`src/rtl/sync_fifo_param.sv`:
```
// Parametrised single-clock FIFO with occupancy count, almost-full/empty thresholds,
// overflow/underflow pulses and a selectable registered or first-word-fall-through read port.
module sync_fifo_param #(
  parameter int WIDTH      = 8,
  parameter int DEPTH      = 4,
  parameter int AFULL_THR  = DEPTH - 1,
  parameter int AEMPTY_THR = 1,
  parameter int FWFT       = 0,
  localparam int CW        = $clog2(DEPTH + 1)
) (
  input  logic             clk,
  input  logic             reset,
  input  logic             wr_en,
  input  logic [WIDTH-1:0] wr_data,
  output logic             wr_ready,
  input  logic             rd_en,
  output logic [WIDTH-1:0] rd_data,
  output logic             rd_val,
  output logic [CW-1:0]    count,
  output logic             almost_full,
  output logic             almost_empty,
  output logic             overflow,
  output logic             underflow
);

  localparam int PW = (DEPTH > 1) ? $clog2(DEPTH) : 1;
  localparam logic [CW-1:0] FULL_CNT  = CW'(DEPTH);
  localparam logic [CW-1:0] AFULL_C   = CW'(AFULL_THR);
  localparam logic [CW-1:0] AEMPTY_C  = CW'(AEMPTY_THR);
  localparam logic [PW-1:0] LAST_PTR  = PW'(DEPTH - 1);

  logic [WIDTH-1:0] mem_q [DEPTH];
  logic [PW-1:0]    wr_ptr_q, wr_ptr_d;
  logic [PW-1:0]    rd_ptr_q, rd_ptr_d;
  logic [CW-1:0]    count_q, count_d;
  logic             wr_ready_q, almost_full_q, almost_empty_q;
  logic             overflow_q, underflow_q;
  logic             full, empty, wr_acc, rd_acc;

  // Full/empty come from the count so a non-power-of-two depth needs no extra pointer bit.
  assign full   = (count_q == FULL_CNT);
  assign empty  = (count_q == '0);
  assign wr_acc = wr_en && !full;
  assign rd_acc = rd_en && !empty;

  always_comb begin
    // NOTE: every always_comb output gets a default first so no path can infer a latch.
    wr_ptr_d = wr_ptr_q;
    rd_ptr_d = rd_ptr_q;
    count_d  = count_q;
    if (wr_acc) wr_ptr_d = (wr_ptr_q == LAST_PTR) ? '0 : wr_ptr_q + 1'b1;
    if (rd_acc) rd_ptr_d = (rd_ptr_q == LAST_PTR) ? '0 : rd_ptr_q + 1'b1;
    case ({wr_acc, rd_acc})
      2'b10:   count_d = count_q + 1'b1;
      2'b01:   count_d = count_q - 1'b1;
      default: count_d = count_q;
    endcase
  end

  always_ff @(posedge clk) begin
    // NOTE: sequential state uses non-blocking assignments so every register samples pre-edge values.
    if (reset) begin
      wr_ptr_q       <= '0;
      rd_ptr_q       <= '0;
      count_q        <= '0;
      wr_ready_q     <= 1'b1;
      almost_full_q  <= (AFULL_THR <= 0);
      almost_empty_q <= 1'b1;
      overflow_q     <= 1'b0;
      underflow_q    <= 1'b0;
    end else begin
      wr_ptr_q       <= wr_ptr_d;
      rd_ptr_q       <= rd_ptr_d;
      count_q        <= count_d;
      wr_ready_q     <= (count_d != FULL_CNT);
      almost_full_q  <= (count_d >= AFULL_C);
      almost_empty_q <= (count_d <= AEMPTY_C);
      overflow_q     <= wr_en && full;
      underflow_q    <= rd_en && empty;
    end
  end

  // NOTE: the storage array has no reset; clearing the pointers and count is enough to discard it.
  always_ff @(posedge clk) begin
    if (!reset && wr_acc) mem_q[wr_ptr_q] <= wr_data;
  end

  generate
    if (FWFT != 0) begin : g_fwft
      assign rd_data = mem_q[rd_ptr_q];
      assign rd_val  = !empty;
    end else begin : g_reg
      logic [WIDTH-1:0] rd_data_q;
      logic             rd_val_q;

      always_ff @(posedge clk) begin
        if (reset) begin
          rd_data_q <= '0;
          rd_val_q  <= 1'b0;
        end else begin
          rd_val_q <= rd_acc;
          if (rd_acc) rd_data_q <= mem_q[rd_ptr_q];
        end
      end

      assign rd_data = rd_data_q;
      assign rd_val  = rd_val_q;
    end
  endgenerate

  assign wr_ready     = wr_ready_q;
  assign count        = count_q;
  assign almost_full  = almost_full_q;
  assign almost_empty = almost_empty_q;
  assign overflow     = overflow_q;
  assign underflow    = underflow_q;

endmodule

```
`config.mk`:
```
export PLATFORM = sky130hd
export DESIGN_NAME = sync_fifo_param
export DESIGN_NICKNAME = d
export VERILOG_FILES = /design/src/rtl/sync_fifo_param.sv
export SDC_FILE = /design/constraint.sdc
export NUM_CORES = 1
export LEC_CHECK = 0
export ABC_AREA = 1
export CORE_MARGIN = 2
export CORE_UTILIZATION = 55
export CTS_BUF_LIST = sky130_fd_sc_hd__clkbuf_4 sky130_fd_sc_hd__clkbuf_8
export DETAILED_ROUTE_END_ITERATION = 7
export DONT_BUFFER_PORTS = 1
export PLACE_DENSITY_LB_ADDON = 0.05
export SYNTH_ARGS = -nofsm -noshare
export SYNTH_HDL_FRONTEND = slang
export SYNTH_SLANG_ARGS = --single-unit
```
`constraint.sdc`:
```
create_clock -name clk -period 2.1 [get_ports clk]
set_input_delay 0.525 -clock clk [delete_from_list [all_inputs] [get_ports clk]]
set_output_delay 0.525 -clock clk [all_outputs]
set_load 0.02 [all_outputs]
```
==> impl_metrics.prom, run 1 <==
# TYPE chip_impl_metric gauge
chip_impl_info{name="run_status",value="complete, no violations"} 1
chip_impl_metric{name="cellPowerDensity",unit="nW/um^2"} 1180
chip_impl_info{name="worstPathCellList",value="inv_1, nand3_1, nand2_1, ha_1, fa_1, nand2_1, nand2_1, nand2_1, o21ai_0"} 1
chip_impl_metric{name="cts-hold-fix-buffers",unit=""} 0
chip_impl_info{name="tritoncts",value="done"} 1
chip_impl_metric{name="vias",unit=""} 1456
chip_impl_info{name="globalRoute.busiestLayer",value="met2"} 1
chip_impl_info{name="crit_end",value="almost_full$_SDFF_PP0_"} 1
chip_impl_metric{name="achievable_frequency",unit="GHz"} 0.533
chip_impl_metric{name="skew",unit="ns"} 0.00537
chip_impl_metric{name="ioPinCount",unit=""} 29
chip_impl_metric{name="flow.area_growth_from_synthesis",unit="%"} 6.80
chip_impl_metric{name="combined_area_of_all_synthesized_cells",unit="sq um"} 2300
chip_impl_metric{name="place_congestion",unit=""} 0.706
chip_impl_metric{name="cts-root-to-sink-buffers",unit=""} 2
chip_impl_metric{name="ant_nets",unit=""} 0
chip_impl_metric{name="post_synth_inst_count",unit=""} 260
chip_impl_info{name="synthTopCellsByArea",value="sky130_fd_sc_hd__edfxtp_1, sky130_fd_sc_hd__dfxtp_1, sky130_fd_sc_hd__nand2_1"} 1
chip_impl_metric{name="grt.total_usage",unit=""} 0.171
chip_impl_metric{name="number_of_antenna_violations_at_the_first_check_in_global_routing",unit=""} 0
chip_impl_metric{name="number_of_max_slew_violations_in_the_final_report",unit=""} 0
chip_impl_info{name="ctsRootBufferMaster",value="sky130_fd_sc_hd__clkbuf_8"} 1
chip_impl_info{name="crit_start",value="count[0]$_SDFF_PP0_"} 1
chip_impl_metric{name="dieArea",unit="sq um"} 4720
chip_impl_metric{name="cts_buffers",unit=""} 5
chip_impl_metric{name="post_cts_sizing",unit=""} 0
chip_impl_metric{name="grt_util_met3",unit=""} 0.0536
chip_impl_metric{name="post-route-worst-setup-slack",unit="ns"} 0.223
chip_impl_metric{name="grt_util_met1",unit=""} 0.217
chip_impl_metric{name="cp_data_arrival_time",unit="ns"} 2.11
chip_impl_metric{name="power.sequential.fraction",unit=""} 0.509
chip_impl_info{name="critPathCaptureType",value="flop"} 1
chip_impl_metric{name="final.setup.tns",unit="ns"} 0
chip_impl_metric{name="netlist.area_leader.share",unit=""} 0.418
chip_impl_metric{name="place_ws",unit="ns"} 0.215
chip_impl_metric{name="start_util",unit=""} 0.575
chip_impl_metric{name="setup_violations",unit=""} 0
chip_impl_metric{name="first_global_vias",unit=""} 1297
chip_impl_metric{name="worst-slew-pin-transition",unit="ns"} 0.538
chip_impl_metric{name="setup.reg_to_reg.worst_slack",unit="ns"} 0.22
chip_impl_metric{name="postCtsSetupBuffers",unit=""} 0
chip_impl_metric{name="worst-path-stages",unit=""} 9
chip_impl_metric{name="fillers",unit=""} 356
chip_impl_metric{name="critical_path.max_fanout",unit=""} 4
chip_impl_info{name="critPathTopFamily",value="adder cells"} 1
chip_impl_metric{name="hpwlAfterDp",unit="microns"} 2420
chip_impl_metric{name="wp_buf_inv",unit=""} 1
chip_impl_metric{name="hold_viol_final",unit=""} 0
chip_impl_metric{name="cp_slowest_stage_delay",unit="ns"} 0.50
chip_impl_metric{name="sw_frac_of_total",unit=""} 0.373
chip_impl_metric{name="p_total",unit="mW"} 2.90
chip_impl_metric{name="synthesis.area_per_instance",unit="sq um"} 8.85
chip_impl_metric{name="yosysWarnings",unit=""} 0
chip_impl_info{name="rr_startpoint",value="count[0]$_SDFF_PP0_"} 1
chip_impl_metric{name="drive_above_1_share",unit=""} 0.0809
chip_impl_metric{name="die_height",unit="microns"} 68.7
chip_impl_metric{name="globalRouteMet2Util",unit=""} 0.266
chip_impl_metric{name="maximum_number_of_pins_on_one_net_before_global_route_repair",unit=""} 20
chip_impl_metric{name="synth.yosys.seq_area_share",unit=""} 0.600
chip_impl_metric{name="clk_pin_slew_worst_paths",unit="ns"} 0.09
chip_impl_metric{name="cp.required",unit="ns"} 2.33
chip_impl_info{name="synth.largest_area_cell",value="sky130_fd_sc_hd__edfxtp_1"} 1
chip_impl_metric{name="numPortBuffers",unit=""} 0
chip_impl_metric{name="vias_per_cell",unit=""} 4.52
chip_impl_metric{name="worst_skew_pair.late_latency",unit="ns"} 0.31
chip_impl_metric{name="worst_reg2reg_path_length_in_cells",unit=""} 9
chip_impl_metric{name="mapped_nets",unit=""} 279
chip_impl_info{name="critPathKind",value="flop to flop"} 1
chip_impl_metric{name="max-vdd-ir-drop",unit="mV"} 0.552
chip_impl_metric{name="min_delay_path_depth",unit=""} 1
chip_impl_metric{name="power_leakage",unit="nW"} 1.13
chip_impl_metric{name="switchingPower",unit="mW"} 1.08
chip_impl_metric{name="final_min_period_over_clock_period",unit=""} 0.894
chip_impl_info{name="worstReg2RegEnd",value="almost_full$_SDFF_PP0_"} 1
chip_impl_metric{name="grt_first_pass_wirelength",unit="microns"} 5600
chip_impl_metric{name="grt_overflow",unit=""} 0
chip_impl_metric{name="route.final.wire_length",unit="microns"} 3540
chip_impl_metric{name="cell_internal_pwr",unit="mW"} 1.82
chip_impl_metric{name="clock_sinks",unit=""} 53
chip_impl_metric{name="design.final.nets",unit=""} 290
chip_impl_info{name="critical-path-slowest-cell",value="sky130_fd_sc_hd__fa_1"} 1
chip_impl_metric{name="synth_seq_cells",unit=""} 53
chip_impl_metric{name="drt-pass1-iter-count",unit=""} 4
chip_impl_metric{name="core_region_area",unit="sq um"} 4000
chip_impl_metric{name="post_drt_wl_per_cell",unit="microns"} 11.0
chip_impl_info{name="hold_path.class",value="input port to flop"} 1
chip_impl_metric{name="comb_power_share",unit=""} 0.302
chip_impl_metric{name="diodes",unit=""} 0
chip_impl_info{name="timing.critical_path.mode_cell",value="sky130_fd_sc_hd__nand2_1"} 1
chip_impl_metric{name="timing.slew.headroom",unit=""} 0.641
chip_impl_info{name="setup_repair_after_global_routing_missed_its_margin",value="false"} 1
chip_impl_metric{name="fin_crit",unit="ns"} 1.88
chip_impl_metric{name="chipWidth",unit="microns"} 68.7
chip_impl_metric{name="maxCapViolCount",unit=""} 0
chip_impl_metric{name="route.detailed.drc",unit=""} 0
chip_impl_metric{name="h-tree-depth",unit=""} 2
chip_impl_metric{name="dr.first_iter.drc_count",unit=""} 67
chip_impl_metric{name="holdWs",unit="ns"} 0.272
chip_impl_metric{name="fp-row-count",unit=""} 23
chip_impl_info{name="worstSetupStartpointType",value="flop"} 1
chip_impl_metric{name="power_frac_clock",unit=""} 0.188
chip_impl_metric{name="synth.lib_cells_used.distinct",unit=""} 20
==> worst register-to-register path, stage by stage (launching register included) <==
cell and delay (ns):
sky130_fd_sc_hd__dfxtp_1 0.34, sky130_fd_sc_hd__inv_1 0.07, sky130_fd_sc_hd__nand3_1 0.10, sky130_fd_sc_hd__nand2_1 0.12
sky130_fd_sc_hd__ha_1 0.26, sky130_fd_sc_hd__fa_1 0.50, sky130_fd_sc_hd__nand2_1 0.06, sky130_fd_sc_hd__nand2_1 0.08
sky130_fd_sc_hd__nand2_1 0.08, sky130_fd_sc_hd__o21ai_0 0.19
==> per-stage QoR <==
step / std cells / utilization / area [sq um]
detailed placement: 314 / 0.593 / 2370
global placement: 314 / 0.593 / 2370
CTS: 322 / 0.614 / 2460
finish: 322 / 0.614 / 2460
global route: 322 / 0.614 / 2460
floorplan: 260 / - / 2300
==> registers in the layout (all words and copies together), names as in the netlist <==
register	count
almost_empty	1
underflow	1
rd_data	8
count	3
wr_ready	1
rd_ptr_q	2
almost_full	1
overflow	1
wr_ptr_q	2
mem_q	32
rd_val	1
==> layout make-up <==
type	count	area [sq um]	share of cell area
inverter	43	161	0.0657
clock buffer	5	68.8	0.0280
tap	50	62.6	0.0255
timing repair buffer	12	90.1	0.0367
multi-input combinational	156	676	0.275
clock inverter	3	17.5	0.00713
sequential	53	1380	0.562
==> cells in the mapped netlist <==
library cell	number
sky130_fd_sc_hd__buf_2	2
sky130_fd_sc_hd__nand3_1	3
sky130_fd_sc_hd__a21oi_1	1
sky130_fd_sc_hd__buf_8	1
sky130_fd_sc_hd__o21ai_0	5
sky130_fd_sc_hd__nor2_1	64
sky130_fd_sc_hd__dfxtp_1	21
sky130_fd_sc_hd__inv_2	1
sky130_fd_sc_hd__fa_1	1
sky130_fd_sc_hd__nand3_2	1
sky130_fd_sc_hd__ha_1	6
sky130_fd_sc_hd__buf_12	1
sky130_fd_sc_hd__inv_1	42
sky130_fd_sc_hd__edfxtp_1	32
sky130_fd_sc_hd__nand2_1	73
sky130_fd_sc_hd__nand4_1	1
sky130_fd_sc_hd__buf_6	2
sky130_fd_sc_hd__clkbuf_4	1
sky130_fd_sc_hd__buf_4	1
sky130_fd_sc_hd__o21ai_1	1
==> how the worst min path moves through the flow <==
| stage | slack (ns) | startpoint | endpoint |
|---|---|---|---|
| floorplan | 0.50 | wr_ptr_q[1]$_SDFFE_PP0P_ | wr_ptr_q[1]$_SDFFE_PP0P_ |
| global route | 0.26 | reset | rd_val$_SDFF_PP0_ |
| finish | 0.27 | reset | rd_val$_SDFF_PP0_ |
| global placement | 0.51 | count[2]$_SDFF_PP0_ | overflow$_SDFF_PP0_ |
| CTS | 0.26 | reset | rd_val$_SDFF_PP0_ |
| detailed placement | 0.51 | count[2]$_SDFF_PP0_ | overflow$_SDFF_PP0_ |
==> layer usage <==
| metal | wire length (microns) | vias up |
|---|---|---|
| met5 | 0 | - |
| met2 | 1610 | 28 |
| met1 | 1700 | 621 |
| met3 | 153 | 7 |
| met4 | 83 | 0 |
| li1 | - | 800 |
==> cells in the final DEF, fill, tap and decap left out <==
cell type	count
sky130_fd_sc_hd__inv_2	1
sky130_fd_sc_hd__dfxtp_1	21
sky130_fd_sc_hd__nand3_1	3
sky130_fd_sc_hd__nand3_2	1
sky130_fd_sc_hd__fa_1	1
sky130_fd_sc_hd__a21oi_1	1
sky130_fd_sc_hd__clkinvlp_4	1
sky130_fd_sc_hd__buf_4	12
sky130_fd_sc_hd__o21ai_1	1
sky130_fd_sc_hd__inv_1	42
sky130_fd_sc_hd__nor2_1	64
sky130_fd_sc_hd__clkinv_2	2
sky130_fd_sc_hd__ha_1	6
sky130_fd_sc_hd__o21ai_0	5
sky130_fd_sc_hd__clkbuf_8	5
sky130_fd_sc_hd__edfxtp_1	32
sky130_fd_sc_hd__nand4_1	1
sky130_fd_sc_hd__nand2_1	73
==> power groups by stage <==
stage	combinational (mW)	sequential [mW]	clock, mW
6_report	0.877	1.48	0.546
5_1_grt	1.04	1.52	0.593
4_1_cts	0.886	1.48	0.564
3_5_place_dp	0.880	1.51	0
3_3_place_gp	0.876	1.50	0
2_1_floorplan	0.743	1.50	0
==> cells by family after synthesis <==
logic type,synth area share
fa+ha+maj,0.0413
simple gates,0.237
flops,0.600
compound gates,0.0152
buf+inv,0.106
Note: power is estimated with default switching activity, not from simulation.
==> run 2, diff against run 1 <==
--- a/config.mk
+++ b/config.mk
@@ -7,11 +7,12 @@
 export LEC_CHECK = 0
 export ABC_AREA = 1
 export CORE_MARGIN = 2
-export CORE_UTILIZATION = 55
+export CORE_UTILIZATION = 33
 export CTS_BUF_LIST = sky130_fd_sc_hd__clkbuf_4 sky130_fd_sc_hd__clkbuf_8
 export DETAILED_ROUTE_END_ITERATION = 7
 export DONT_BUFFER_PORTS = 1
 export PLACE_DENSITY_LB_ADDON = 0.05
+export SLEW_MARGIN = 25
 export SYNTH_ARGS = -nofsm -noshare
 export SYNTH_HDL_FRONTEND = slang
 export SYNTH_SLANG_ARGS = --single-unit
==> run 2 against run 1 <==
  * Register-to-register slack got worse by 0.02 ns
  * Design area increased by 1.3%
  * Clock-buffer cell count increased by 2
  * Global-route usage decreased by 4.8 points
  * Critical endpoint unchanged
  * Largest cell class unchanged
==> impl_metrics.prom, run 2 (same netlist as run 1, synthesis figures left out) <==
# TYPE chip_impl_metric gauge
chip_impl_metric{name="critical_path.max_fanout",unit=""} 4
chip_impl_metric{name="start_util",unit=""} 0.341
chip_impl_info{name="most_common_cell_after_layout_fill_and_taps_aside",value="sky130_fd_sc_hd__nand2_1"} 1
chip_impl_metric{name="max-vdd-ir-drop",unit="mV"} 0.317
chip_impl_info{name="layout.cells.most_common_list",value="sky130_fd_sc_hd__nand2_1, sky130_fd_sc_hd__nor2_1, sky130_fd_sc_hd__inv_1"} 1
chip_impl_metric{name="dieArea",unit="sq um"} 7660
chip_impl_metric{name="number_of_max_slew_violations_in_the_final_report",unit=""} 0
chip_impl_metric{name="dr.first_iter.drc_count",unit=""} 36
chip_impl_metric{name="ioPinCount",unit=""} 29
chip_impl_metric{name="number_of_antenna_violations_at_the_first_check_in_global_routing",unit=""} 0
chip_impl_metric{name="route.final.wire_length",unit="microns"} 4260
chip_impl_metric{name="worst-slew-pin-transition",unit="ns"} 0.338
chip_impl_metric{name="grt_first_pass_wirelength",unit="microns"} 6990
chip_impl_info{name="register_with_the_most_flip_flops",value="mem_q"} 1
chip_impl_metric{name="final_min_period_over_clock_period",unit=""} 0.902
chip_impl_info{name="ctsRootBufferMaster",value="sky130_fd_sc_hd__clkbuf_8"} 1
chip_impl_metric{name="core_region_area",unit="sq um"} 6760
chip_impl_metric{name="flow.area_growth_from_synthesis",unit="%"} 8.21
chip_impl_metric{name="met2RoutedLength",unit="microns"} 1880
chip_impl_info{name="tritoncts",value="done"} 1
chip_impl_metric{name="cp_data_arrival_time",unit="ns"} 2.11
chip_impl_info{name="top_signal_layer_used",value="met4"} 1
chip_impl_metric{name="place_congestion",unit=""} 0.717
chip_impl_metric{name="vias",unit=""} 1463
chip_impl_metric{name="postCtsSetupBuffers",unit=""} 0
chip_impl_metric{name="maximum_number_of_pins_on_one_net_before_global_route_repair",unit=""} 36
chip_impl_metric{name="clk_pin_slew_worst_paths",unit="ns"} 0.09
chip_impl_metric{name="cts-hold-fix-buffers",unit=""} 0
chip_impl_info{name="critPathKind",value="flop to flop"} 1
chip_impl_metric{name="numPortBuffers",unit=""} 0
chip_impl_metric{name="achievable_frequency",unit="GHz"} 0.528
chip_impl_info{name="worstPathCellList",value="inv_1, nand3_1, nand2_1, ha_1, fa_1, nand2_1, nand2_1, nand2_1, o21ai_0"} 1
chip_impl_metric{name="cts_buffers",unit=""} 5
chip_impl_metric{name="fillers",unit=""} 699
chip_impl_metric{name="setup_violations",unit=""} 0
chip_impl_metric{name="wp_buf_inv",unit=""} 1
chip_impl_metric{name="route.detailed.drc",unit=""} 0
chip_impl_metric{name="die_height",unit="microns"} 87.5
chip_impl_metric{name="maxCapViolCount",unit=""} 0
chip_impl_metric{name="final.setup.tns",unit="ns"} 0
chip_impl_info{name="timing.critical_path.mode_cell",value="sky130_fd_sc_hd__nand2_1"} 1
chip_impl_metric{name="cellPowerDensity",unit="nW/um^2"} 1180
chip_impl_metric{name="clock_sinks",unit=""} 53
chip_impl_metric{name="holdWs",unit="ns"} 0.286
chip_impl_info{name="hold_path.class",value="input port to flop"} 1
chip_impl_metric{name="skew",unit="ns"} 0.00893
chip_impl_metric{name="fp-row-count",unit=""} 30
chip_impl_metric{name="timing.slew.headroom",unit=""} 0.775
chip_impl_metric{name="drive_above_1_share",unit=""} 0.0775
chip_impl_info{name="run_status",value="complete, no violations"} 1
chip_impl_info{name="critical-path-slowest-cell",value="sky130_fd_sc_hd__fa_1"} 1
chip_impl_metric{name="power_leakage",unit="nW"} 1.13
chip_impl_metric{name="first_global_vias",unit=""} 1387
chip_impl_metric{name="cp_slowest_stage_delay",unit="ns"} 0.48
chip_impl_info{name="worstSetupStartpointType",value="flop"} 1
chip_impl_metric{name="grt.total_usage",unit=""} 0.123
chip_impl_metric{name="met1Wirelength",unit="microns"} 2120
chip_impl_metric{name="post_route_core_utilization",unit=""} 0.369
chip_impl_metric{name="routed-wl-met3",unit="microns"} 209
chip_impl_info{name="setup_repair_after_global_routing_missed_its_margin",value="false"} 1
chip_impl_metric{name="hold_viol_final",unit=""} 0
chip_impl_metric{name="cp.required",unit="ns"} 2.31
chip_impl_metric{name="h-tree-depth",unit=""} 2
chip_impl_info{name="critPathTopFamily",value="adder cells"} 1
chip_impl_metric{name="hpwlAfterDp",unit="microns"} 2930
chip_impl_metric{name="drt-pass1-iter-count",unit=""} 4
chip_impl_info{name="critPathCaptureType",value="flop"} 1
chip_impl_metric{name="post_drt_wl_per_cell",unit="microns"} 12.1
chip_impl_metric{name="grt_overflow",unit=""} 0
chip_impl_metric{name="vias_per_cell",unit=""} 4.17
chip_impl_metric{name="ant_nets",unit=""} 0
chip_impl_metric{name="largest_register_ff_count",unit=""} 32
chip_impl_metric{name="cts-root-to-sink-buffers",unit=""} 2
chip_impl_metric{name="design.final.nets",unit=""} 289
chip_impl_metric{name="chipWidth",unit="microns"} 87.5
chip_impl_metric{name="post_cts_sizing",unit=""} 0
chip_impl_metric{name="worst_skew_pair.late_latency",unit="ns"} 0.30
chip_impl_metric{name="fin_crit",unit="ns"} 1.89
chip_impl_metric{name="diodes",unit=""} 0
==> run 2: cell types whose count changed in the layout (fill, tap and decap cells not counted) <==
cell	delta
sky130_fd_sc_hd__buf_4	-1
sky130_fd_sc_hd__clkbuf_4	+2
sky130_fd_sc_hd__clkinv_2	-1
sky130_fd_sc_hd__clkinvlp_4	-1
==> run 2: path summary, 6_finish.rpt <==
kind                            slack (ns)                      to  cells after the start                 from
worst min-delay path                  0.29       rd_val$_SDFF_PP0_                      1                reset
worst max register to register        0.21  almost_full$_SDFF_PP0_                      9  count[0]$_SDFF_PP0_
worst max-delay path                  0.21  almost_full$_SDFF_PP0_                      9  count[0]$_SDFF_PP0_
worst min register to register        0.53     overflow$_SDFF_PP0_                      2  count[2]$_SDFF_PP0_
==> run 2: where the power goes <==
group	internal (mW)	switching (mW)	leakage, nW
clock	0.261	0.311	0.0491
sequential	1.27	0.200	0.463
combinational	0.312	0.589	0.618
==> run 2: final cells by class <==
class	instances	area [sq um]	share of cell area
flip-flops and latches	53	1380	0.555
multi-input cells	156	676	0.271
inverters	43	161	0.0648
well taps	80	100	0.0402
clock buffers	7	83.8	0.0337
repair buffers	11	82.6	0.0332
clock inverters	1	5.00	0.00201
==> run 2: per-layer routing <==
metal	vias up	GRT usage
li1	798	-
met5	-	0
met2	28	0.184
met1	631	0.172
met4	0	0.0378
met3	6	0.0370
==> run 2: stage by stage <==
| stage | instance area [sq um] | instances | power (mW) | setup WS (ns) |
|---|---|---|---|---|
| 6_report | 2490 | 351 | 2.94 | 0.206 |
| 5_1_grt | 2490 | 351 | 3.20 | 0.0364 |
| 4_1_cts | 2490 | 351 | 3.00 | 0.178 |
| 3_5_place_dp | 2400 | 343 | 2.42 | 0.201 |
| 3_3_place_gp | 2400 | 343 | 2.42 | 0.229 |
| 2_1_floorplan | 2300 | 260 | 2.24 | 0.161 |
==> run 3, diff against run 2 <==
--- a/config.mk
+++ b/config.mk
@@ -6,11 +6,13 @@
 export NUM_CORES = 1
 export LEC_CHECK = 0
 export ABC_AREA = 1
+export CAP_MARGIN = 5
 export CORE_MARGIN = 2
 export CORE_UTILIZATION = 33
 export CTS_BUF_LIST = sky130_fd_sc_hd__clkbuf_4 sky130_fd_sc_hd__clkbuf_8
 export DETAILED_ROUTE_END_ITERATION = 7
 export DONT_BUFFER_PORTS = 1
+export GPL_ROUTABILITY_DRIVEN = 0
 export PLACE_DENSITY_LB_ADDON = 0.05
 export SLEW_MARGIN = 25
 export SYNTH_ARGS = -nofsm -noshare
==> constraint.sdc (replaced) <==
create_clock -name clk -period 2.3 [get_ports clk]
set_input_delay 0.575 -clock clk [delete_from_list [all_inputs] [get_ports clk]]
set_output_delay 0.575 -clock clk [all_outputs]
set_load 0.02 [all_outputs]
==> run 3 against run 2 <==
  * Routed wire length rose by 0.99%
  * Sequential share of layout area did not move
  * Total power decreased by 9.3%
  * Register-to-register slack gained 0.26 ns
==> impl_metrics.prom, run 3 (same netlist as run 1, synthesis figures left out) <==
# TYPE chip_impl_metric gauge
chip_impl_metric{name="maxCapViolCount",unit=""} 0
chip_impl_metric{name="worst_skew_pair.late_latency",unit="ns"} 0.30
chip_impl_metric{name="power.sequential.fraction",unit=""} 0.504
chip_impl_metric{name="clk_pin_slew_worst_paths",unit="ns"} 0.09
chip_impl_metric{name="cts-root-to-sink-buffers",unit=""} 2
chip_impl_metric{name="dieArea",unit="sq um"} 7660
chip_impl_metric{name="cellPowerDensity",unit="nW/um^2"} 1070
chip_impl_info{name="register_with_the_most_flip_flops",value="mem_q"} 1
chip_impl_info{name="worstSetupStartpointType",value="flop"} 1
chip_impl_metric{name="cp_data_arrival_time",unit="ns"} 2.04
chip_impl_metric{name="skew",unit="ns"} 0.00710
chip_impl_info{name="most_common_cell_after_layout_fill_and_taps_aside",value="sky130_fd_sc_hd__nand2_1"} 1
chip_impl_metric{name="drive_above_1_share",unit=""} 0.0735
chip_impl_metric{name="final_min_period_over_clock_period",unit=""} 0.799
chip_impl_metric{name="final_cell_count_no_fill",unit=""} 352
chip_impl_metric{name="first_global_vias",unit=""} 1350
chip_impl_info{name="run_status",value="complete, no violations"} 1
chip_impl_metric{name="hpwlAfterDp",unit="microns"} 2960
chip_impl_metric{name="core_region_area",unit="sq um"} 6760
chip_impl_info{name="layout.cells.most_common_list",value="sky130_fd_sc_hd__nand2_1, sky130_fd_sc_hd__nor2_1, sky130_fd_sc_hd__inv_1"} 1
chip_impl_info{name="critPathCaptureType",value="flop"} 1
chip_impl_metric{name="number_of_max_slew_violations_in_the_final_report",unit=""} 0
chip_impl_info{name="ctsRootBufferMaster",value="sky130_fd_sc_hd__clkbuf_8"} 1
chip_impl_metric{name="die_height",unit="microns"} 87.5
chip_impl_metric{name="vias_per_cell",unit=""} 4.21
chip_impl_metric{name="h-tree-depth",unit=""} 2
chip_impl_metric{name="max-vdd-ir-drop",unit="mV"} 0.370
chip_impl_metric{name="start_util",unit=""} 0.341
chip_impl_metric{name="ant_nets",unit=""} 0
chip_impl_metric{name="switchingPower",unit="mW"} 1.02
chip_impl_metric{name="cell_internal_pwr",unit="mW"} 1.65
chip_impl_metric{name="maximum_number_of_pins_on_one_net_before_global_route_repair",unit=""} 36
chip_impl_metric{name="diodes",unit=""} 0
chip_impl_metric{name="timing.slew.headroom",unit=""} 0.770
chip_impl_metric{name="flow.area_growth_from_synthesis",unit="%"} 8.21
chip_impl_metric{name="final.setup.tns",unit="ns"} 0
chip_impl_info{name="critPathKind",value="flop to flop"} 1
chip_impl_metric{name="placed_cells",unit=""} 344
chip_impl_metric{name="sw_frac_of_total",unit=""} 0.381
chip_impl_metric{name="postCtsSetupBuffers",unit=""} 0
chip_impl_metric{name="route.final.wire_length",unit="microns"} 4310
chip_impl_info{name="hold_path.class",value="input port to flop"} 1
chip_impl_metric{name="power_frac_clock",unit=""} 0.185
chip_impl_metric{name="number_of_antenna_violations_at_the_first_check_in_global_routing",unit=""} 0
chip_impl_metric{name="fillers",unit=""} 716
chip_impl_metric{name="dr.first_iter.drc_count",unit=""} 54
chip_impl_metric{name="hold_viol_final",unit=""} 0
chip_impl_info{name="rr_startpoint",value="count[0]$_SDFF_PP0_"} 1
chip_impl_metric{name="critical_path.max_fanout",unit=""} 4
chip_impl_metric{name="design.final.nets",unit=""} 290
chip_impl_metric{name="clock_sinks",unit=""} 53
chip_impl_metric{name="drt-pass1-iter-count",unit=""} 4
chip_impl_metric{name="grt_first_pass_wirelength",unit="microns"} 6870
chip_impl_metric{name="post_cts_sizing",unit=""} 0
chip_impl_metric{name="route.detailed.drc",unit=""} 0
chip_impl_metric{name="fp-row-count",unit=""} 30
chip_impl_metric{name="chipWidth",unit="microns"} 87.5
chip_impl_metric{name="numPortBuffers",unit=""} 0
chip_impl_metric{name="post_drt_wl_per_cell",unit="microns"} 12.2
chip_impl_metric{name="comb_power_share",unit=""} 0.312
chip_impl_metric{name="ioPinCount",unit=""} 29
chip_impl_metric{name="worst-slew-pin-transition",unit="ns"} 0.345
chip_impl_metric{name="cts-hold-fix-buffers",unit=""} 0
chip_impl_metric{name="largest_register_ff_count",unit=""} 32
chip_impl_metric{name="fin_crit",unit="ns"} 1.84
chip_impl_info{name="setup_repair_after_global_routing_missed_its_margin",value="false"} 1
chip_impl_metric{name="setup_violations",unit=""} 0
chip_impl_info{name="tritoncts",value="done"} 1
chip_impl_metric{name="power_leakage",unit="nW"} 1.13
chip_impl_info{name="crit_start",value="count[0]$_SDFF_PP0_"} 1
chip_impl_metric{name="cp.required",unit="ns"} 2.50
chip_impl_metric{name="post_route_core_utilization",unit=""} 0.369
chip_impl_info{name="worstHoldStart",value="reset"} 1
chip_impl_metric{name="cts_buffers",unit=""} 5
chip_impl_metric{name="grt.total_usage",unit=""} 0.121
chip_impl_metric{name="achievable_frequency",unit="GHz"} 0.544
chip_impl_metric{name="vias",unit=""} 1481
chip_impl_metric{name="grt_overflow",unit=""} 0
[run 3: routing by layer]
layer  track usage  vias to the layer above  wire length, microns
met5             0                        -                     0
met1         0.170                      642                  2110
met2         0.174                       32                  1920
met4        0.0462                        0                    60
li1              -                      802                     -
met3        0.0389                        5                   212
[run 3: critical path, cell delays in order, from the launching register on]
cell	delay, ns
sky130_fd_sc_hd__dfxtp_1	0.35
sky130_fd_sc_hd__inv_1	0.08
sky130_fd_sc_hd__nand3_1	0.10
sky130_fd_sc_hd__nand2_1	0.12
sky130_fd_sc_hd__ha_1	0.26
sky130_fd_sc_hd__fa_1	0.39
sky130_fd_sc_hd__nand2_1	0.10
sky130_fd_sc_hd__nand3_1	0.07
sky130_fd_sc_hd__nand2_1	0.06
sky130_fd_sc_hd__nand3_1	0.09
sky130_fd_sc_hd__inv_1	0.09
sky130_fd_sc_hd__nand2_1	0.04
[run 3: area by class of cell]
| cell class | count | area (sq um) | area share |
|---|---|---|---|
| multi-input cells | 156 | 676 | 0.271 |
| clock buffers | 5 | 68.8 | 0.0276 |
| flip-flops and latches | 53 | 1380 | 0.555 |
| well taps | 80 | 100 | 0.0402 |
| repair buffers | 12 | 90.1 | 0.0362 |
| inverters | 43 | 161 | 0.0648 |
| clock inverters | 3 | 12.5 | 0.00503 |
[run 3: per-stage QoR]
step	setup slack, ns	hold WS [ns]	instance area (sq um)	power [mW]
floorplan	0.361	0.500	2300	2.05
global placement	0.426	0.530	2410	2.22
detailed placement	0.400	0.529	2410	2.21
CTS	0.434	0.328	2490	2.72
global route	0.234	0.322	2490	2.91
finish	0.462	0.340	2490	2.66
[run 3: worst paths after layout]
| kind | end | slack (ns) | cells after the start |
|---|---|---|---|
| worst max-delay path | wr_ready$_SDFF_PP1_ | 0.46 | 11 |
| worst min-delay path | count[0]$_SDFF_PP0_ | 0.34 | 1 |
| worst max register to register | wr_ready$_SDFF_PP1_ | 0.46 | 11 |
| worst min register to register | wr_ptr_q[1]$_SDFFE_PP0P_ | 0.54 | 2 |
[run 3: power by group through the flow]
stage | clock network (mW) | registers [mW] | logic, mW
2_1_floorplan | 0 | 1.37 | 0.678
3_3_place_gp | 0 | 1.37 | 0.854
3_5_place_dp | 0 | 1.37 | 0.846
4_1_cts | 0.522 | 1.35 | 0.850
5_1_grt | 0.556 | 1.36 | 0.986
6_report | 0.492 | 1.34 | 0.830
